$ cat src/rtl/stopwatch_pkg.sv
// Shared display constants for the stopwatch: active-low segment patterns,
// "all off" values and the digit scanner state type.
package stopwatch_pkg;

    // Anode / cathode idle values (all active-low, so all ones is dark).
    localparam logic [3:0] AN_OFF   = 4'b1111;
    localparam logic [6:0] SEG_OFF  = 7'h7F;

    // Decode table, bit order {g,f,e,d,c,b,a}, active-low.
    localparam logic [6:0] SEG_0    = 7'b1000000;
    localparam logic [6:0] SEG_1    = 7'b1111001;
    localparam logic [6:0] SEG_2    = 7'b0100100;
    localparam logic [6:0] SEG_3    = 7'b0110000;
    localparam logic [6:0] SEG_4    = 7'b0011001;
    localparam logic [6:0] SEG_5    = 7'b0010010;
    localparam logic [6:0] SEG_6    = 7'b0000010;
    localparam logic [6:0] SEG_7    = 7'b1111000;
    localparam logic [6:0] SEG_8    = 7'b0000000;
    localparam logic [6:0] SEG_9    = 7'b0010000;
    // Non-BCD nibbles (10-15) show a dash on segment g only.
    localparam logic [6:0] SEG_DASH = 7'b0111111;

    // Scanner FSM: SHOW drives the selected digit, BLANK holds anodes off.
    typedef enum logic {
        SHOW  = 1'b0,
        BLANK = 1'b1
    } scan_state_e;

endpackage

$ cat src/rtl/bcd_to_7seg.sv
// Combinational BCD nibble to active-low seven-segment pattern {g,f,e,d,c,b,a}.
module bcd_to_7seg
    import stopwatch_pkg::*;
(
    input  logic [3:0] bcd,
    output logic [6:0] seg_n
);

    // Table lookup; every non-decimal code maps to a dash.
    always_comb begin
        seg_n = SEG_DASH;
        case (bcd)
            4'd0:    seg_n = SEG_0;
            4'd1:    seg_n = SEG_1;
            4'd2:    seg_n = SEG_2;
            4'd3:    seg_n = SEG_3;
            4'd4:    seg_n = SEG_4;
            4'd5:    seg_n = SEG_5;
            4'd6:    seg_n = SEG_6;
            4'd7:    seg_n = SEG_7;
            4'd8:    seg_n = SEG_8;
            4'd9:    seg_n = SEG_9;
            default: seg_n = SEG_DASH;
        endcase
    end

endmodule

$ cat src/rtl/seven_seg_scanner.sv
// Four-digit common-anode display scanner. Advances one digit per rising edge
// of the segment-rate level, inserts an anode-off gap after each advance,
// latches a fresh BCD snapshot at every frame wrap and applies blink/dp masks.
module seven_seg_scanner
    import stopwatch_pkg::*;
#(
    parameter int BLANK_CYCLES = 1000,
    parameter int CNT_W        = 16
) (
    input  logic        clk,
    input  logic        reset,
    input  logic        seg_lvl,
    input  logic        blink_lvl,
    input  logic        enable,
    input  logic [15:0] digits,
    input  logic [3:0]  blink_mask,
    input  logic [3:0]  dp_mask,
    output logic [3:0]  an,
    output logic [6:0]  seg,
    output logic        dp,
    output logic [1:0]  digit_idx
);

    // Reload value for the gap counter; unused when the gap is disabled.
    localparam logic [CNT_W-1:0] CNT_LOAD =
        (BLANK_CYCLES > 0) ? CNT_W'(BLANK_CYCLES - 1) : '0;

    scan_state_e      state_q, state_d;
    logic [CNT_W-1:0] cnt_q, cnt_d;
    logic [1:0]       idx_q, idx_d, idx_inc;
    logic [15:0]      snap_q, snap_d;
    logic             seg_prev_q, seg_prev_d;
    logic             blink_q, blink_d;
    logic [3:0]       an_q, an_d;
    logic [6:0]       seg_q, seg_d;
    logic             dp_q, dp_d;

    logic             seg_rise;
    logic [3:0]       cur_nib;
    logic [6:0]       dec_seg;

    // seg_prev resets high so a level already high at reset release is not an edge.
    assign seg_rise = seg_lvl & ~seg_prev_q;
    assign cur_nib  = snap_q[{idx_q, 2'b00} +: 4];

    bcd_to_7seg u_dec (
        .bcd   (cur_nib),
        .seg_n (dec_seg)
    );

    // Scan sequencing: digit advance, frame snapshot and anode-off gap timing.
    always_comb begin
        state_d    = state_q;
        cnt_d      = cnt_q;
        idx_d      = idx_q;
        snap_d     = snap_q;
        idx_inc    = idx_q + 2'd1;
        seg_prev_d = seg_lvl;
        blink_d    = blink_lvl;
        if (!enable) begin
            state_d = SHOW;
            cnt_d   = '0;
        end else begin
            case (state_q)
                SHOW: begin
                    if (seg_rise) begin
                        idx_d = idx_inc;
                        // Snapshot only on wrap so a frame never mixes old and new digits.
                        if (idx_inc == 2'd0) begin
                            snap_d = digits;
                        end
                        if (BLANK_CYCLES > 0) begin
                            state_d = BLANK;
                            cnt_d   = CNT_LOAD;
                        end
                    end
                end
                BLANK: begin
                    // Edges arriving here (including on the exit cycle) are dropped.
                    if (cnt_q == '0) begin
                        state_d = SHOW;
                    end else begin
                        cnt_d = cnt_q - CNT_W'(1);
                    end
                end
                default: state_d = SHOW;
            endcase
        end
    end

    // Output pattern for the current state/index, registered one cycle later.
    always_comb begin
        an_d  = AN_OFF;
        seg_d = SEG_OFF;
        dp_d  = 1'b1;
        if (enable && (state_q == SHOW) && !(blink_mask[idx_q] && blink_q)) begin
            an_d  = ~(4'b0001 << idx_q);
            seg_d = dec_seg;
            dp_d  = ~dp_mask[idx_q];
        end
    end

    // State and output registers with asynchronous reset to a dark display.
    always_ff @(posedge clk or posedge reset) begin
        if (reset) begin
            state_q    <= SHOW;
            cnt_q      <= '0;
            idx_q      <= 2'd0;
            snap_q     <= 16'h0000;
            seg_prev_q <= 1'b1;
            blink_q    <= 1'b0;
            an_q       <= AN_OFF;
            seg_q      <= SEG_OFF;
            dp_q       <= 1'b1;
        end else begin
            state_q    <= state_d;
            cnt_q      <= cnt_d;
            idx_q      <= idx_d;
            snap_q     <= snap_d;
            seg_prev_q <= seg_prev_d;
            blink_q    <= blink_d;
            an_q       <= an_d;
            seg_q      <= seg_d;
            dp_q       <= dp_d;
        end
    end

    assign an        = an_q;
    assign seg       = seg_q;
    assign dp        = dp_q;
    assign digit_idx = idx_q;

endmodule

$ cat config.mk
export PLATFORM = sky130hd
export DESIGN_NAME = seven_seg_scanner
export DESIGN_NICKNAME = d
export VERILOG_FILES = /design/src/rtl/stopwatch_pkg.sv /design/src/rtl/bcd_to_7seg.sv /design/src/rtl/seven_seg_scanner.sv
export SDC_FILE = /design/constraint.sdc
export NUM_CORES = 1
export LEC_CHECK = 0
export BUFFER_PORTS_ARGS = -buffer_cell sky130_fd_sc_hd__clkbuf_2
export CAP_MARGIN = 20
export CORE_AREA = 2 2 88 90
export DETAILED_ROUTE_END_ITERATION = 8
export DIE_AREA = 0 0 90 92
export HOLD_SLACK_MARGIN = 0.03
export SLEW_MARGIN = 40
export SYNTH_ARGS = -nofsm -noshare
export SYNTH_HDL_FRONTEND = slang
export SYNTH_SLANG_ARGS = --single-unit
$ cat constraint.sdc
create_clock -name clk -period 2.3 [get_ports clk]
set_clock_uncertainty 0.2 [all_clocks]
set_input_delay 0.23 -clock clk [delete_from_list [all_inputs] [get_ports clk]]
set_output_delay 0.23 -clock clk [all_outputs]
set_load 0.005 [all_outputs]
Yosys cells after proc, flatten, opt, wreduce, memory -nomap -nowiden:

Memories as Yosys holds them, arrays and structs flattened.
Cells that the tools add are included.

* flip-flop bits (word level): 49
* memory bits (read-only): 112
* input port bits: 29
* output and inout port bits: 14
* logic and storage cells: 46
* memories: 1

Memory list
* (name not given): words 16, bits a word 7, read ports 1, clocked after Yosys merged registers in 0, write ports 0, line bcd_to_7seg.sv:12 `case (bcd)`

* add/subtract/negate cells: 2
* order comparisons: 1
* eq/ne operators: 2
* shift operators: 2
* multiplexer cells: 15
* bitwise operators: 5
* reduce and logical (&&, ||, !) cells: 9

Operator list (number)
* 16-bit two-way mux: 3
* 16-bit case mux with 2 select lines: 1
* 16-bit logical NOT: 1
* 16-bit by 5-bit indexed part select with 4-bit output: 1
* 16-bit by 1-bit subtractor with 16-bit output (second input constant): 1
* 7-bit two-way mux: 1
* 1-bit two-way mux: 6
* 3-bit inequality test (second input constant): 2
* 1-bit binary-select mux with 2-bit select: 2
* 4-bit two-way mux: 1
* 4-bit NOT: 1
* 4-bit AND reduction: 1
* 1-bit by 2-bit << shifter with 4-bit output (first input constant): 1
* 1-bit logical AND: 3
* 2-bit by 3-bit less-than comparator with 1-bit output (second input constant): 1
* 1-bit NOT: 3
* 3-bit AND reduction: 1
* 2-bit by 1-bit adder with 2-bit output (second input constant): 1
* 2-bit logical NOT: 1
* 1-bit case mux with 2 select lines: 1
* 2-bit AND reduction: 1
* 1-bit bitwise AND: 1
* 1-bit logical NOT: 1

Longest topological paths before layout:

Gate-level depths: netlist of the first run.

* depth after elaboration: 6
* mapped depth: 8
* mapped depth without buffers: 7

By module:

From an unflattened synthesis of the first run, not the netlist that was laid out.

* cell total of the unflattened synthesis: 232
* area total of the unflattened synthesis: 2668.8 um^2

Modules (own cells, without submodules)
* seven_seg_scanner: instances 1, cells an instance 201, area each 2444.8 um^2, sequential area each 1242.4 um^2
* bcd_to_7seg: instances 1, cells an instance 31, area each 224.0 um^2, sequential area each 0.0 um^2

Worst setup path after synthesis of the first run:

OpenSTA, ideal clock, no wires.

* kind: register -> register
* from: reg cnt_q[7]
* to: reg cnt_q[13]
* arrival time: 1933 ps
* data required time: 2012 ps
* setup slack: 79 ps
* stages on the path, launching flop included: 5
* path buffers: 0
* period minus slack after synthesis: 2221 ps
* cells stage by stage: dfrtp_1 -> or4_4 -> or4_4 -> or3_1 -> o221ai_2

* word-level cells in the longest chain between the ends: 4
* elaborated cells between the ends (all ways): 7
* classes of those cells: add/sub: 1; eq/ne: 1; mux: 3; reduce/logical: 2

RTL lines
* start, declared: line seven_seg_scanner.sv:29 `logic [CNT_W-1:0] cnt_q, cnt_d;`
* start signal, assigned: line seven_seg_scanner.sv:117 `cnt_q <= cnt_d;`
* 16-bit by 1-bit subtractor with 16-bit output: line seven_seg_scanner.sv:83 `cnt_d = cnt_q - CNT_W'(1);`
* 16-bit two-way mux: line seven_seg_scanner.sv:80 `if (cnt_q == '0) begin`
* 16-bit case mux with 2 select lines: line seven_seg_scanner.sv:64 `case (state_q)`
* 16-bit two-way mux: line seven_seg_scanner.sv:60 `if (!enable) begin`

Parallel ways exist; a longest one is shown, timed or not. The select of a mux whose other input is x is not followed.
A chain may end at the register's enable or synchronous reset.

Final worst setup path of the first run:

* from: reg cnt_q[6]
* to: reg cnt_q[13]

The elaborated chain is that of the path after synthesis.

==> results.sh, run 1 <==
export IMPL_status="finished clean"
export IMPL_die_area_mm2=0.008280
export IMPL_fp_row_count=32
export IMPL_swShare_pct=35.87
export IMPL_vias_per_cell=4.886
export IMPL_antenna_left=0
export IMPL_layout_drive_gt1_share_pct=36.57
export IMPL_finalCritPeriodShare_pct=97.76
export IMPL_clock_sinks=49
export IMPL_h_tree_depth=2
export IMPL_mostFrequentLayoutCells="42 x clkbuf_2, 36 x dfrtp_1, 26 x nand2_1, 19 x dlygate4sd3_1, 17 x mux2_2"
export IMPL_final_cells=411
export IMPL_hold_path_endpoint="dp$_DFF_PP1_"
export IMPL_dpl_cell_area_mm2=0.002953
export IMPL_place_congestion=0.8680
export IMPL_power_switching_mw=1.127
export IMPL_grt_first_pass_wirelength_um=9618
export IMPL_antenna_found_initial=0
export IMPL_multi_input_area_mm2=0.001220
export IMPL_critPathMaxFanout=5
export IMPL_syn2layout_area_growth_pct=28.38
export IMPL_finalCriticalPeriod_ns=2.248
export IMPL_busiest_layer="met2"
export IMPL_min_from="dp_mask[0]"
export IMPL_criticalPathCategory="reg -> reg"
export IMPL_cts_made_buffers=5
export IMPL_synthArstFlopShare_pct=100.0
export IMPL_dp_final_hpwl_um=3986
export IMPL_p_clk_share_pct=16.2
export IMPL_synth_area_per_cell_um2=10.80
export IMPL_cp_required_ns=2.32
export IMPL_ioPinCount=43
export IMPL_use_met2_pct=22.87
export IMPL_power_frac_seq_pct=40.8
export IMPL_cts_setup_buffers=0
export IMPL_postSynthCellCount=234
export IMPL_timing_rr_start="cnt_q[6]$_DFFE_PP0P_"
export IMPL_worst_r2r_setup_slack_ns=0.05
export IMPL_hold_violations=0
export IMPL_grt_pass1_vias=2055
export IMPL_vias=2008
export IMPL_reg2reg_to="cnt_q[13]$_DFFE_PP0P_"
export IMPL_met1_usage_pct=19.20
export IMPL_drt_iter0_drc=163
export IMPL_use_met3_pct=1.972
export IMPL_nFillCells=738
export IMPL_drt_wl_total_um=5513
export IMPL_die_w_um=90
export IMPL_fin_nets=347
export IMPL_core_mm2=0.007447
export IMPL_ys_warn_count=0
export IMPL_cts_tree="yes"
export IMPL_synthesis_area_mm2=0.002526
export IMPL_pwr_share_comb_pct=43.0
export IMPL_dp_cells=384
export IMPL_relSlewSlack_pct=65.35
export IMPL_ys_seq_area_share_pct=49.18
export IMPL_finalSetupViolCount=0
export IMPL_drc=0
export IMPL_diodes=0
export IMPL_clkTransAtPathRegs_ns=0.09
export IMPL_final_cell_area_mm2=0.003243
export IMPL_hold_path_class="in -> reg"
export IMPL_die_h_um=92
export IMPL_p_int_mw=2.015
export IMPL_cts_root_buf="clkbuf_8"
export IMPL_startpoint_type="flip-flop"
export IMPL_max_freq_ghz=0.4448
export IMPL_leakagePower_nw=1.456
export IMPL_initial_core_util_pct=33.92
export IMPL_whs_path_depth=3
export IMPL_cts_path_max_buffers=2
export IMPL_final_common_cell="clkbuf_2"
export IMPL_vdd_drop_max_mv=0.4470
export IMPL_power_density_mw_per_mm2=968.9
export IMPL_cp_end_kind="flip-flop"
export IMPL_worstRegToRegCells=4
export IMPL_firstDrtPassIters=4
export IMPL_synth_seq_cells=49
export IMPL_grt_overflow_total=0
export IMPL_synth_distinct_cells=43
export IMPL_slew_violations=0
export IMPL_syn_num_nets=273
export IMPL_port_buffers=42
export IMPL_drv_cap=0
export IMPL_worstPathArrival_ns=2.27
export IMPL_worst_pin_slew_ns=0.5191
export IMPL_ys_flop_type="dfrtp_1"
export IMPL_drt_wirelength_per_cell_um=13.41
export IMPL_worstSkewPairLatency_ns=0.30
export IMPL_synth_enable_flop_cells=0
export IMPL_grt_usage_pct=14.20
export IMPL_grt_max_degree=27
export IMPL_regArea_mm2=0.001242
[state kept, by name (all words and copies together), names as in the netlist]
signal      cells
seg_prev_q      1
snap_q         16
dp              1
an              4
state_q         1
seg             7
cnt_q          16
digit_idx       2
blink_q         1
[what timing repair did]
action,CTS,global route
hold buffers,19,0
endpoints found under the setup margin,0,4
hold endpoints to repair,35,0
gates resized for setup,0,4
[worst max-delay path: stages (launching register included)]
cell and delay [ns]:
dfrtp_1 0.39, or4_4 0.57, or4_4 0.52, or3_1 0.34, o221ai_2 0.16
[metal layers]
layer / wire [um] / share of wire [%]
met2: 2653 / 48
met4: 130 / 2.4
met3: 139 / 2.5
met5: 0 / 0
met1: 2589 / 47
[through the flow]
step	setup TNS (ns)	util [%]	hold slack (ns)	setup WS (ns)	power, mW
3_5_place_dp	0	39.65	0.08385	0.04428	2.621
6_report	0	43.55	0.05604	0.05163	3.142
5_1_grt	-0.003609	43.55	0.06330	-0.003609	3.435
2_1_floorplan	0	-	0.03448	0.07913	2.240
3_3_place_gp	0	39.65	0.08204	0.07439	2.602
4_1_cts	0	43.36	0.04943	0.03204	3.167
[power groups by stage]
| stage | combinational [mW] | sequential [mW] | clock, mW |
|---|---|---|---|
| after floorplan | 0.994 | 1.25 | 0 |
| after global placement | 1.31 | 1.30 | 0 |
| after detailed placement | 1.32 | 1.30 | 0 |
| after CTS | 1.35 | 1.29 | 0.534 |
| after global routing | 1.54 | 1.33 | 0.562 |
| final | 1.35 | 1.28 | 0.510 |
[worst max path at each step]
stage               cells past startpoint  slack [ns]                 start                     to
floorplan                               4        0.08  cnt_q[7]$_DFFE_PP0P_  cnt_q[13]$_DFFE_PP0P_
global placement                        4        0.07  cnt_q[7]$_DFFE_PP0P_  cnt_q[13]$_DFFE_PP0P_
detailed placement                      4        0.04  cnt_q[7]$_DFFE_PP0P_  cnt_q[13]$_DFFE_PP0P_
CTS                                     4        0.03  cnt_q[7]$_DFFE_PP0P_  cnt_q[13]$_DFFE_PP0P_
global route                            4      -0.004  cnt_q[2]$_DFFE_PP0P_  cnt_q[13]$_DFFE_PP0P_
finish                                  4        0.05  cnt_q[6]$_DFFE_PP0P_  cnt_q[13]$_DFFE_PP0P_
[cell usage after synthesis (2+ instances only)]
cell type   n  area (um^2)
dfrtp_1    36        900.9
nand2_1    26        97.59
mux2_2     17        191.4
a21oi_1    16        80.08
nor2_1     15        56.30
o21ai_0    15        75.07
dfstp_2    13        341.6
inv_1      11        41.29
ha_1       10        125.1
nand3_1     9        45.04
clkbuf_1    7        26.28
mux4_2      6        135.1
or3_1       6        37.54
nor3_1      5        25.02
nand2b_1    3        18.77
o211ai_1    3        22.52
and2_1      2        12.51
buf_2       2        10.01
mux2i_1     2        20.02
nand3b_1    2        15.01
nand4_1     2        12.51
o221a_2     2        22.52
o41ai_1     2        17.52
or4_1       2        15.01
or4_4       2        22.52
[kinds of logic (layout without fill, tap and decap cells)]
family | count (synthesis) | after routing | share of synthesized area, %
AND/OR/NAND/NOR | 80 | 80 | 16.00
XOR/XNOR | 2 | 2 | 0.6935
adder cells (fa/ha/maj) | 10 | 10 | 4.953
flip-flops | 49 | 49 | 49.18
multiplexers | 25 | 25 | 13.72
buffers and inverters | 20 | 95 | 3.071
AO/OA/AOI/OAI | 48 | 48 | 12.38
[layout make-up]
type                    instances  share of cell area, %
multi-input cells             165                  37.62
clock inverters                 2                 0.4244
repair buffers                 76                  16.20
inverters                      11                  1.273
flip-flops and latches         49                  38.31
well taps                     102                  3.935
clock buffers                   6                  2.238
Note: power is estimated with default switching activity, not from simulation.
==> run 2: changes to the inputs <==
Settings changed: BUFFER_PORTS_ARGS -buffer_cell sky130_fd_sc_hd__clkbuf_2 to -buffer_cell sky130_fd_sc_hd__buf_4.
==> results.sh, run 2 (synthesized netlist as in run 1, its figures left out) <==
export IMPL_status="finished clean"
export IMPL_critPathMaxFanout=5
export IMPL_cts_root_buf="clkbuf_8"
export IMPL_fin_nets=348
export IMPL_cp_num_buf_inv=0
export IMPL_h_tree_depth=2
export IMPL_cts_tree="yes"
export IMPL_rsz0062_at_grt="yes"
export IMPL_firstDrtPassIters=4
export IMPL_cp_end_kind="flip-flop"
export IMPL_finalCritPeriodShare_pct=98.69
export IMPL_drt_wl_total_um=5568
export IMPL_dp_final_hpwl_um=4100
export IMPL_die_area_mm2=0.008280
export IMPL_drc=0
export IMPL_die_h_um=92
export IMPL_nFillCells=741
export IMPL_mostFrequentLayoutCells="58 x buf_4, 35 x dfrtp_1, 26 x nand2_1, 19 x dlygate4sd3_1, 17 x mux2_2"
export IMPL_total_power_mw=3.256
export IMPL_place_congestion=0.8854
export IMPL_finalSetupViolCount=0
export IMPL_critical_path_top_delay_family="simple AND/OR/NAND/NOR gates"
export IMPL_grt_max_degree=20
export IMPL_initial_core_util_pct=33.92
export IMPL_vias_per_cell=4.862
export IMPL_slew_violations=0
export IMPL_final_cell_area_mm2=0.003366
export IMPL_port_buffers=42
export IMPL_grt_pass1_vias=2059
export IMPL_critPathMaxStageDelay_ns=0.58
export IMPL_endpoint="cnt_q[13]$_DFFE_PP0P_"
export IMPL_power_density_mw_per_mm2=967.4
export IMPL_cts_path_max_buffers=2
export IMPL_syn2layout_area_growth_pct=33.23
export IMPL_timing_rr_start="cnt_q[7]$_DFFE_PP0P_"
export IMPL_fin_hold_ws_ns=0.04549
export IMPL_grt_usage_pct=14.48
export IMPL_regArea_mm2=0.001244
export IMPL_worst_r2r_setup_slack_ns=0.03
export IMPL_max_freq_ghz=0.4405
export IMPL_reg2reg_to="cnt_q[13]$_DFFE_PP0P_"
export IMPL_grt_overflow_total=0
export IMPL_multi_input_area_mm2=0.001221
export IMPL_core_mm2=0.007447
export IMPL_antenna_found_initial=0
export IMPL_finalCriticalPeriod_ns=2.270
export IMPL_fp_row_count=32
export IMPL_vias=2003
export IMPL_setup_slack_ns=0.03004
export IMPL_cts_made_buffers=5
export IMPL_leakagePower_nw=1.495
export IMPL_relSlewSlack_pct=73.16
export IMPL_worst_path_most_repeated_cell="or4_4"
export IMPL_cp_slowest_cell="or4_4"
export IMPL_layout_drive_gt1_share_pct=37.10
export IMPL_drt_wirelength_per_cell_um=13.51
export IMPL_worst_pin_slew_ns=0.4025
export IMPL_cts_setup_buffers=0
export IMPL_antenna_left=0
export IMPL_worstRegToRegCells=4
export IMPL_post_place_ws_ns=0.05351
export IMPL_grt_first_pass_wirelength_um=9804
export IMPL_final_common_cell="buf_4"
export IMPL_startpoint="cnt_q[7]$_DFFE_PP0P_"
export IMPL_worstPathArrival_ns=2.29
export IMPL_worstSkewPairLatency_ns=0.30
export IMPL_drt_iter0_drc=163
export IMPL_startpoint_type="flip-flop"
export IMPL_hold_violations=0
export IMPL_vdd_drop_max_mv=0.5292
export IMPL_clkTransAtPathRegs_ns=0.09
export IMPL_cp_required_ns=2.32
export IMPL_diodes=0
export IMPL_dpl_cell_area_mm2=0.003053
export IMPL_criticalPathCategory="reg -> reg"
export IMPL_hold_path_class="in -> reg"
export IMPL_drv_cap=0
export IMPL_path_depth=4
export IMPL_clock_sinks=49
export IMPL_ioPinCount=43
export IMPL_path_cells="or4_4 > or4_4 > or3_4 > o221ai_2"
export IMPL_die_w_um=90
## run 2: cell count changes in the layout (fill, tap and decap cells not counted), sizes merged
cell,previous run,this run
buf,15,58
inv,12,11
clkbuf,48,7
## run 2: how the worst min path moves through the flow
stage	from	to	cells past startpoint	slack (ns)
2_1_floorplan	seg_lvl	seg_prev_q$_DFF_PP1_	0	0.03
3_3_place_gp	reset	snap_q[15]$_DFFE_PP0P_	2	-0.002
3_5_place_dp	reset	snap_q[15]$_DFFE_PP0P_	2	0.0005
4_1_cts	enable	cnt_q[2]$_DFFE_PP0P_	3	0.03
5_1_grt	enable	cnt_q[2]$_DFFE_PP0P_	3	0.03
6_report	enable	cnt_q[2]$_DFFE_PP0P_	3	0.05
## run 2: metrics by stage
| step | cells | TNS, ns | utilization [%] |
|---|---|---|---|
| 3_5_place_dp | 385 | 0 | 40.99 |
| 4_1_cts | 412 | 0 | 44.98 |
| 2_1_floorplan | 234 | 0 | - |
| 5_1_grt | 412 | -0.05539 | 45.19 |
| 3_3_place_gp | 385 | 0 | 40.99 |
| 6_report | 412 | 0 | 45.19 |
## run 2: cell type report
class / count / area share, %
clock buffers: 7 / 2.900
multi-input cells: 165 / 36.28
repair buffers: 77 / 18.59
well taps: 102 / 3.792
inverters: 11 / 1.227
clock inverters: 1 / 0.2602
flip-flops and latches: 49 / 36.95
## run 2: where the power goes
| part | switching, mW | leakage [nW] | total [mW] | internal [mW] |
|---|---|---|---|---|
| Combinational | 0.690 | 0.845 | 1.41 | 0.718 |
| Clock | 0.283 | 0.0536 | 0.566 | 0.283 |
| Sequential | 0.153 | 0.596 | 1.28 | 1.13 |
## run 2: what timing repair did
| action | 4_1_cts | 5_1_grt |
|---|---|---|
| hold buffers | 19 | 0 |
| resized for setup | 0 | 4 |
| setup endpoints to repair | 0 | 5 |
| hold endpoints to repair | 42 | 0 |
## run 2: layer usage
layer  wire [um]  GRT usage, %
met4         128         5.000
met1        2642         20.19
met2        2583         22.68
met3         213         2.794
met5           0             0
## run 2: worst reg2reg max path: stages (launching register included)
cell and delay [ns]:
dfrtp_1 0.38, or4_4 0.58, or4_4 0.55, or3_4 0.34, o221ai_2 0.15
